File: src/rtl/local_ni_if.sv
// Local-port bundle between the network interface and its environment:
// core tx/rx handshakes plus the router's L port.
interface local_ni_if #(parameter int DATASIZE = 40);
  logic                tx_valid;
  logic                tx_ready;
  logic [3:0]          tx_dst;
  logic [21:0]         tx_data;
  logic [1:0]          tx_type;
  logic [DATASIZE-1:0] L_data_in;
  logic                L_valid_in;
  logic                full;
  logic [DATASIZE-1:0] L_data_out;
  logic                L_valid_out;
  logic                rx_valid;
  logic [3:0]          rx_src;
  logic [21:0]         rx_data;
  logic [1:0]          rx_type;
  logic [7:0]          rx_latency;
  logic                rx_misroute;

  modport slave (
    input  tx_valid, tx_dst, tx_data, tx_type, full, L_data_out, L_valid_out,
    output tx_ready, L_data_in, L_valid_in,
           rx_valid, rx_src, rx_data, rx_type, rx_latency, rx_misroute
  );

  modport master (
    output tx_valid, tx_dst, tx_data, tx_type, full, L_data_out, L_valid_out,
    input  tx_ready, L_data_in, L_valid_in,
           rx_valid, rx_src, rx_data, rx_type, rx_latency, rx_misroute
  );
endinterface

File: src/rtl/local_ni.sv
// Local network interface: stamps and queues core packets toward the router L port,
// registers ejected flits, measures latency and keeps saturating statistics.
module local_ni #(
  parameter int         DATASIZE = 40,
  parameter logic [3:0] NODE_ID  = 4'd0,
  parameter int         Q_DEPTH  = 4,
  parameter int         QW       = 2,
  parameter int         CNT_W    = 16
) (
  input  logic             clk,
  input  logic             rst_n,
  local_ni_if.slave        ni,
  output logic [CNT_W-1:0] tx_count,
  output logic [CNT_W-1:0] rx_count,
  output logic [CNT_W-1:0] err_count
);
  typedef logic [DATASIZE-1:0] flit_t;
  localparam logic [QW:0] FULL_CNT = (QW+1)'(Q_DEPTH);

  flit_t            mem_q [Q_DEPTH];
  flit_t            mem_d [Q_DEPTH];
  logic [QW-1:0]    wr_q, wr_d, rd_q, rd_d;
  logic [QW:0]      cnt_q, cnt_d;
  logic [7:0]       ts_q, ts_d;
  logic [CNT_W-1:0] tx_cnt_q, tx_cnt_d, rx_cnt_q, rx_cnt_d, err_cnt_q, err_cnt_d;

  logic             rx_valid_q, rx_valid_d, rx_mis_q, rx_mis_d;
  logic [3:0]       rx_src_q, rx_src_d;
  logic [21:0]      rx_data_q, rx_data_d;
  logic [1:0]       rx_type_q, rx_type_d;
  logic [7:0]       rx_lat_q, rx_lat_d;

  logic q_full, q_empty, push, pop, mis;

  function automatic logic [CNT_W-1:0] sat_inc(input logic [CNT_W-1:0] c, input logic en);
    return (en && (c != '1)) ? c + CNT_W'(1) : c;
  endfunction

  // Full/empty come from registered occupancy only, so a pop never frees a slot
  // for a push in the same cycle.
  assign q_full  = (cnt_q == FULL_CNT);
  assign q_empty = (cnt_q == '0);
  assign push    = ni.tx_valid && !q_full;
  assign pop     = !q_empty && !ni.full;
  assign mis     = (ni.L_data_out[DATASIZE-5 -: 4] != NODE_ID);

  always_comb begin
    mem_d = mem_q;
    wr_d  = wr_q;
    rd_d  = rd_q;
    cnt_d = cnt_q;
    ts_d  = ts_q + 8'd1;
    // Popped slots are zeroed so an empty queue presents an all-zero head.
    if (pop) begin
      mem_d[rd_q] = '0;
      rd_d        = rd_q + QW'(1);
    end
    if (push) begin
      mem_d[wr_q] = {NODE_ID, ni.tx_dst, ts_q, ni.tx_data, ni.tx_type};
      wr_d        = wr_q + QW'(1);
    end
    case ({push, pop})
      2'b10:   cnt_d = cnt_q + (QW+1)'(1);
      2'b01:   cnt_d = cnt_q - (QW+1)'(1);
      default: cnt_d = cnt_q;
    endcase
  end

  always_comb begin
    rx_valid_d = ni.L_valid_out;
    rx_src_d   = rx_src_q;
    rx_data_d  = rx_data_q;
    rx_type_d  = rx_type_q;
    rx_lat_d   = rx_lat_q;
    rx_mis_d   = rx_mis_q;
    if (ni.L_valid_out) begin
      rx_src_d  = ni.L_data_out[DATASIZE-1 -: 4];
      rx_data_d = ni.L_data_out[23:2];
      rx_type_d = ni.L_data_out[1:0];
      rx_lat_d  = ts_q - ni.L_data_out[DATASIZE-9 -: 8];
      rx_mis_d  = mis;
    end
    tx_cnt_d  = sat_inc(tx_cnt_q, pop);
    rx_cnt_d  = sat_inc(rx_cnt_q, ni.L_valid_out);
    err_cnt_d = sat_inc(err_cnt_q, ni.L_valid_out && mis);
  end

  always_ff @(posedge clk or negedge rst_n) begin
    if (!rst_n) begin
      for (int i = 0; i < Q_DEPTH; i++) mem_q[i] <= '0;
      wr_q       <= '0;
      rd_q       <= '0;
      cnt_q      <= '0;
      ts_q       <= '0;
      tx_cnt_q   <= '0;
      rx_cnt_q   <= '0;
      err_cnt_q  <= '0;
      rx_valid_q <= 1'b0;
      rx_src_q   <= '0;
      rx_data_q  <= '0;
      rx_type_q  <= '0;
      rx_lat_q   <= '0;
      rx_mis_q   <= 1'b0;
    end else begin
      for (int i = 0; i < Q_DEPTH; i++) mem_q[i] <= mem_d[i];
      wr_q       <= wr_d;
      rd_q       <= rd_d;
      cnt_q      <= cnt_d;
      ts_q       <= ts_d;
      tx_cnt_q   <= tx_cnt_d;
      rx_cnt_q   <= rx_cnt_d;
      err_cnt_q  <= err_cnt_d;
      rx_valid_q <= rx_valid_d;
      rx_src_q   <= rx_src_d;
      rx_data_q  <= rx_data_d;
      rx_type_q  <= rx_type_d;
      rx_lat_q   <= rx_lat_d;
      rx_mis_q   <= rx_mis_d;
    end
  end

  assign ni.tx_ready    = !q_full;
  assign ni.L_valid_in  = pop;
  assign ni.L_data_in   = mem_q[rd_q];
  assign ni.rx_valid    = rx_valid_q;
  assign ni.rx_src      = rx_src_q;
  assign ni.rx_data     = rx_data_q;
  assign ni.rx_type     = rx_type_q;
  assign ni.rx_latency  = rx_lat_q;
  assign ni.rx_misroute = rx_mis_q;
  assign tx_count       = tx_cnt_q;
  assign rx_count       = rx_cnt_q;
  assign err_count      = err_cnt_q;
endmodule

File: src/flat_wrapper.sv
// flat-port wrapper written by rule: the top's interface ports become plain ports
module local_ni_flat 
#(
  parameter int         DATASIZE = 40,
  parameter logic [3:0] NODE_ID  = 4'd0,
  parameter int         Q_DEPTH  = 4,
  parameter int         QW       = 2,
  parameter int         CNT_W    = 16
)
  (clk, rst_n, tx_count, rx_count, err_count, ni_tx_valid, ni_tx_dst, ni_tx_data, ni_tx_type, ni_full, ni_L_data_out, ni_L_valid_out, ni_tx_ready, ni_L_data_in, ni_L_valid_in, ni_rx_valid, ni_rx_src, ni_rx_data, ni_rx_type, ni_rx_latency, ni_rx_misroute);
  local_ni_if #(.DATASIZE(DATASIZE)) ni_i ();
  input  logic clk;
  input  logic rst_n;
  output logic [CNT_W-1:0] tx_count;
  output logic [CNT_W-1:0] rx_count;
  output logic [CNT_W-1:0] err_count;
  input wire logic [$bits(ni_i.tx_valid)-1:0] ni_tx_valid;
  input wire logic [$bits(ni_i.tx_dst)-1:0] ni_tx_dst;
  input wire logic [$bits(ni_i.tx_data)-1:0] ni_tx_data;
  input wire logic [$bits(ni_i.tx_type)-1:0] ni_tx_type;
  input wire logic [$bits(ni_i.full)-1:0] ni_full;
  input wire logic [$bits(ni_i.L_data_out)-1:0] ni_L_data_out;
  input wire logic [$bits(ni_i.L_valid_out)-1:0] ni_L_valid_out;
  output wire logic [$bits(ni_i.tx_ready)-1:0] ni_tx_ready;
  output wire logic [$bits(ni_i.L_data_in)-1:0] ni_L_data_in;
  output wire logic [$bits(ni_i.L_valid_in)-1:0] ni_L_valid_in;
  output wire logic [$bits(ni_i.rx_valid)-1:0] ni_rx_valid;
  output wire logic [$bits(ni_i.rx_src)-1:0] ni_rx_src;
  output wire logic [$bits(ni_i.rx_data)-1:0] ni_rx_data;
  output wire logic [$bits(ni_i.rx_type)-1:0] ni_rx_type;
  output wire logic [$bits(ni_i.rx_latency)-1:0] ni_rx_latency;
  output wire logic [$bits(ni_i.rx_misroute)-1:0] ni_rx_misroute;
  assign ni_i.tx_valid = ni_tx_valid;
  assign ni_i.tx_dst = ni_tx_dst;
  assign ni_i.tx_data = ni_tx_data;
  assign ni_i.tx_type = ni_tx_type;
  assign ni_i.full = ni_full;
  assign ni_i.L_data_out = ni_L_data_out;
  assign ni_i.L_valid_out = ni_L_valid_out;
  assign ni_tx_ready = ni_i.tx_ready;
  assign ni_L_data_in = ni_i.L_data_in;
  assign ni_L_valid_in = ni_i.L_valid_in;
  assign ni_rx_valid = ni_i.rx_valid;
  assign ni_rx_src = ni_i.rx_src;
  assign ni_rx_data = ni_i.rx_data;
  assign ni_rx_type = ni_i.rx_type;
  assign ni_rx_latency = ni_i.rx_latency;
  assign ni_rx_misroute = ni_i.rx_misroute;
  local_ni #(.DATASIZE(DATASIZE), .NODE_ID(NODE_ID), .Q_DEPTH(Q_DEPTH), .QW(QW), .CNT_W(CNT_W)) u_core (.clk(clk), .rst_n(rst_n), .ni(ni_i), .tx_count(tx_count), .rx_count(rx_count), .err_count(err_count));
endmodule
File: config.mk
export PLATFORM = sky130hd
export DESIGN_NAME = local_ni_flat
export DESIGN_NICKNAME = d
export VERILOG_FILES = /design/src/rtl/local_ni_if.sv /design/src/rtl/local_ni.sv /design/src/flat_wrapper.sv
export SDC_FILE = /design/constraint.sdc
export NUM_CORES = 1
export LEC_CHECK = 0
export ABC_CLOCK_PERIOD_IN_PS = 3600
export BUFFER_PORTS_ARGS = -buffer_cell sky130_fd_sc_hd__buf_2
export CAP_MARGIN = 15
export CORE_AREA = 10 10 180 182
export CTS_BUF_LIST = sky130_fd_sc_hd__clkbuf_4 sky130_fd_sc_hd__clkbuf_8
export DETAILED_ROUTE_END_ITERATION = 16
export DIE_AREA = 0 0 190 192
export GPL_TIMING_DRIVEN = 1
export PLACE_DENSITY_LB_ADDON = 0.05
export SYNTH_ARGS = -nofsm -noshare
export SYNTH_HDL_FRONTEND = slang
export SYNTH_SLANG_ARGS = --single-unit
File: constraint.sdc
create_clock -name clk -period 3.6 [get_ports clk]
set_clock_uncertainty 0.2 [all_clocks]
set_input_delay 0.18 -clock clk [delete_from_list [all_inputs] [get_ports clk]]
set_output_delay 0.18 -clock clk [all_outputs]
set_load 0.02 [all_outputs]
==> metrics.md <==
| Metric | Value |
|---|---|
| Count of cell types in the netlist | 61 |
| Crit-path cells | buf_12, mux4_2, buf_2 |
| H-tree levels | 2 |
| Slowest CP cell | dfrtp_2 |
| Max_slew headroom | 0.386 |
| Synth Net Count | 911 |
| Via count | between 7000 and 8000 |
| Most frequent cell after synthesis | dfrtp_1 |
| I/O pins | 201 |
| Endpoints failing hold | 0 |
| Largest net degree at the start of global routing | between 90 and 100 |
| Setup Viol. Count Final | 0 |
| Placed insts | roughly 1400 |
| Final #Nets | 1200 |
| Setup TNS | 0 ns |
| Total track usage | 0.167 |
| Worst R2R Path Depth | 8 |
| CTS Sinks | 261 |
| TritonCTS buffer count | 47 |
| DR vias/cell | 5.25 |
| LEAKAGE | 7.02 nW |
| Gp weighted congestion | 0.754 |
| Post-DR wirelength/cell | 20.1 um |
| Layout area overhead | 28.3% |
| CP max FO | 26 |
| Avg Cell Area, Syn | 14.0 sq um |
| Worst path arrival time | 2.41 ns |
| Worst path required time | 3.22 ns |
| Remaining DRCs | 0 |
| Die height | 192 um |
| Worst-Margin Slew | ~0.92 ns |
| Share of post-route cells with drive strength above 1 | 0.344 |
| Ys Warns | 0 |
| Max VDD drop | ~0.47 mV |
| Post-route minimum period | 2.79 ns |
| Fin Hold WS | ~0.006 ns |
| Resized cells post-CTS | 0 |
| Max Slew Vio Count | 0 |
| Status | finished clean |
| Global-route wire length before repair | around 49 mm |
| Worst-skew pair later-pin latency | about 0.56 ns |
| Final wirelength | between 30 and 40 mm |
| Hold Path Class | input port to async pin |
| Ys async rst share | 1.00 |
| CTS tree | yes |
| # diodes | 0 |
| Post-synth EDFFs | 0 |
| Clock transition at path regs | approximately 0.06 ns |
| Max incr delay on CP | 0.77 ns |
| CP Capture Type | output port |
| Die extent in x | 190 um |
| Mapped Cells | 816 |
| Main flop type after synthesis | dfrtp_1 |
| Initial antenna violation count | 0 |
| Post-route ant nets | 0 |
| Synth cell count leaders | dfrtp_1, a22o_1, mux4_2 |
| Post-CTS Setup Inserts | 0 |
| Fin crit share | 0.776 |
| Critical path launch point type | flip-flop |
| # port buffers | 200 |
| Non-Filler Instances | 1522 |
| Synth Register Bits | 261 |
| Longest Clk Path Bufs | 3 |
| Largest cells by area after synthesis | dfrtp_1, a22o_1, mux4_2 |
| Die area | 36500 sq um |
| Core area | approximately 29000 sq um |
| Fmax | 358 MHz |
| Pwr Density | 816 nW/um^2 |
| Unrepaired setup endpoints after global routing | false |
| Max-cap violations | 0 |
| Starting DRT DRC Count | 386 |
| DP Wirelength | between 15 and 20 mm |
| Setup CP Type | flip-flop to output port |
| Grt total ovfl | 0 |
| Initial Utilization | 0.398 |
| Row count | 62 |
| Post-synthesis sequential area ratio | 0.573 |
| Drt pass-1 iters | 4 |
| Post-Syn Area | 11400 sq um |
| Root Driver | clkbuf_8 |
| Vias in the first global route | a little under 9000 |
| Synth top area share | 0.573 |
| Yosys top cell by area | dfrtp_1 |
[metrics by stage]
stage          total power [W]  area, sq um  setup WS, ns  utilization
3_5_place_dp           0.00897        12900         0.834        0.450
2_1_floorplan          0.00743        11400          1.02            -
4_1_cts                 0.0121        14600         0.677        0.511
6_report                0.0119        14600         0.806        0.511
3_3_place_gp           0.00893        12900         0.876        0.450
5_1_grt                 0.0127        14600         0.645        0.511
[logic make-up after synthesis]
family          synth area share
flops                      0.573
mux                        0.115
xor+xnor                  0.0369
fa+ha+maj                 0.0255
buf+inv                   0.0261
simple gates              0.0740
compound gates             0.149
[cells in the final DEF, fill, tap and decap left out, types with 5 or more instances in the layout]
cell             n
nor3b_4          5
and4_1           5
clkbuf_4        13
nand3_1         13
ha_1            20
nand2_1         17
and2_1          19
clkinv_2         7
a22o_1         144
clkbuf_8        60
dfrtp_1        259
a31oi_1          8
buf_2          199
mux4_2          40
mux2_2          31
inv_1           23
xnor2_1         30
xor2_1          18
o211ai_1         7
and3_1          10
nand4_1         16
nor2_1           9
buf_4           13
nor3_1          10
a21oi_1         16
dlygate4sd3_1   72
[layout make-up]
| cell class | instances | area [sq um] |
|---|---|---|
| fillers | 2529 | 14000 |
| flip-flops and latches | 261 | 6530 |
| multi-input cells | 483 | 4590 |
| repair buffers | 289 | 1910 |
| clock buffers | 73 | 923 |
| well taps | 384 | 480 |
| clock inverters | 9 | 95.1 |
| inverters | 23 | 86.3 |
[power by group]
part | internal [W] | switching (W)
Sequential | 0.00389 | 0.000722
Combinational | 0.00201 | 0.00233
Clock | 0.00177 | 0.00122
Total | 0.00766 | 0.00427
[flip-flops by register name, summed over array words and instances, names as in the netlist]
name / cells
u_core.ni.rx_data: 22
u_core.ts_q: 8
u_core.ni.rx_misroute: 1
u_core.tx_count: 16
u_core.cnt_q: 3
u_core.ni.rx_valid: 1
u_core.rx_count: 16
u_core.wr_q: 2
u_core.mem_q: 160
u_core.rd_q: 2
u_core.err_count: 16
u_core.ni.rx_type: 2
u_core.ni.rx_latency: 8
u_core.ni.rx_src: 4
[path summary, 6_finish.rpt]
check / from / endpoint / slack (ns)
worst min-delay path: rst_n / u_core.err_count[0]$_DFFE_PN0P_ / 0.006
worst max register to register: u_core.cnt_q[0]$_DFFE_PN0P_ / u_core.cnt_q[2]$_DFFE_PN0P_ / 0.84
worst max-delay path: u_core.rd_q[0]$_DFFE_PN0N_ / ni_L_data_in[28] / 0.81
worst min register to register: u_core.ni.rx_misroute$_DFFE_PN0P_ / u_core.ni.rx_misroute$_DFFE_PN0P_ / 0.28
min in group clk: ni_L_data_out[30] / u_core.ni.rx_latency[6]$_DFFE_PN0P_ / 0.05
max in group asynchronous: rst_n / u_core.mem_q[57]$_DFF_PN0_ / 2.22
[critical path: cells and delay by family (launching register included)]
kind     cells  cell delay (ns)
buf+inv      2             0.51
flops        1             0.77
mux          1             0.57
[routing by layer]
metal	track usage	routed length, um
met5	0	0
met4	0.0482	537
met3	0.0401	1690
met2	0.269	14600
met1	0.219	13800
[repair_timing]
| item | 4_1_cts | 5_1_grt |
|---|---|---|
| endpoints found under the setup margin | 0 | 0 |
| hold endpoints to repair | 325 | 0 |
| hold buffers | 72 | 0 |
Note: power is estimated with default switching activity, not from simulation.
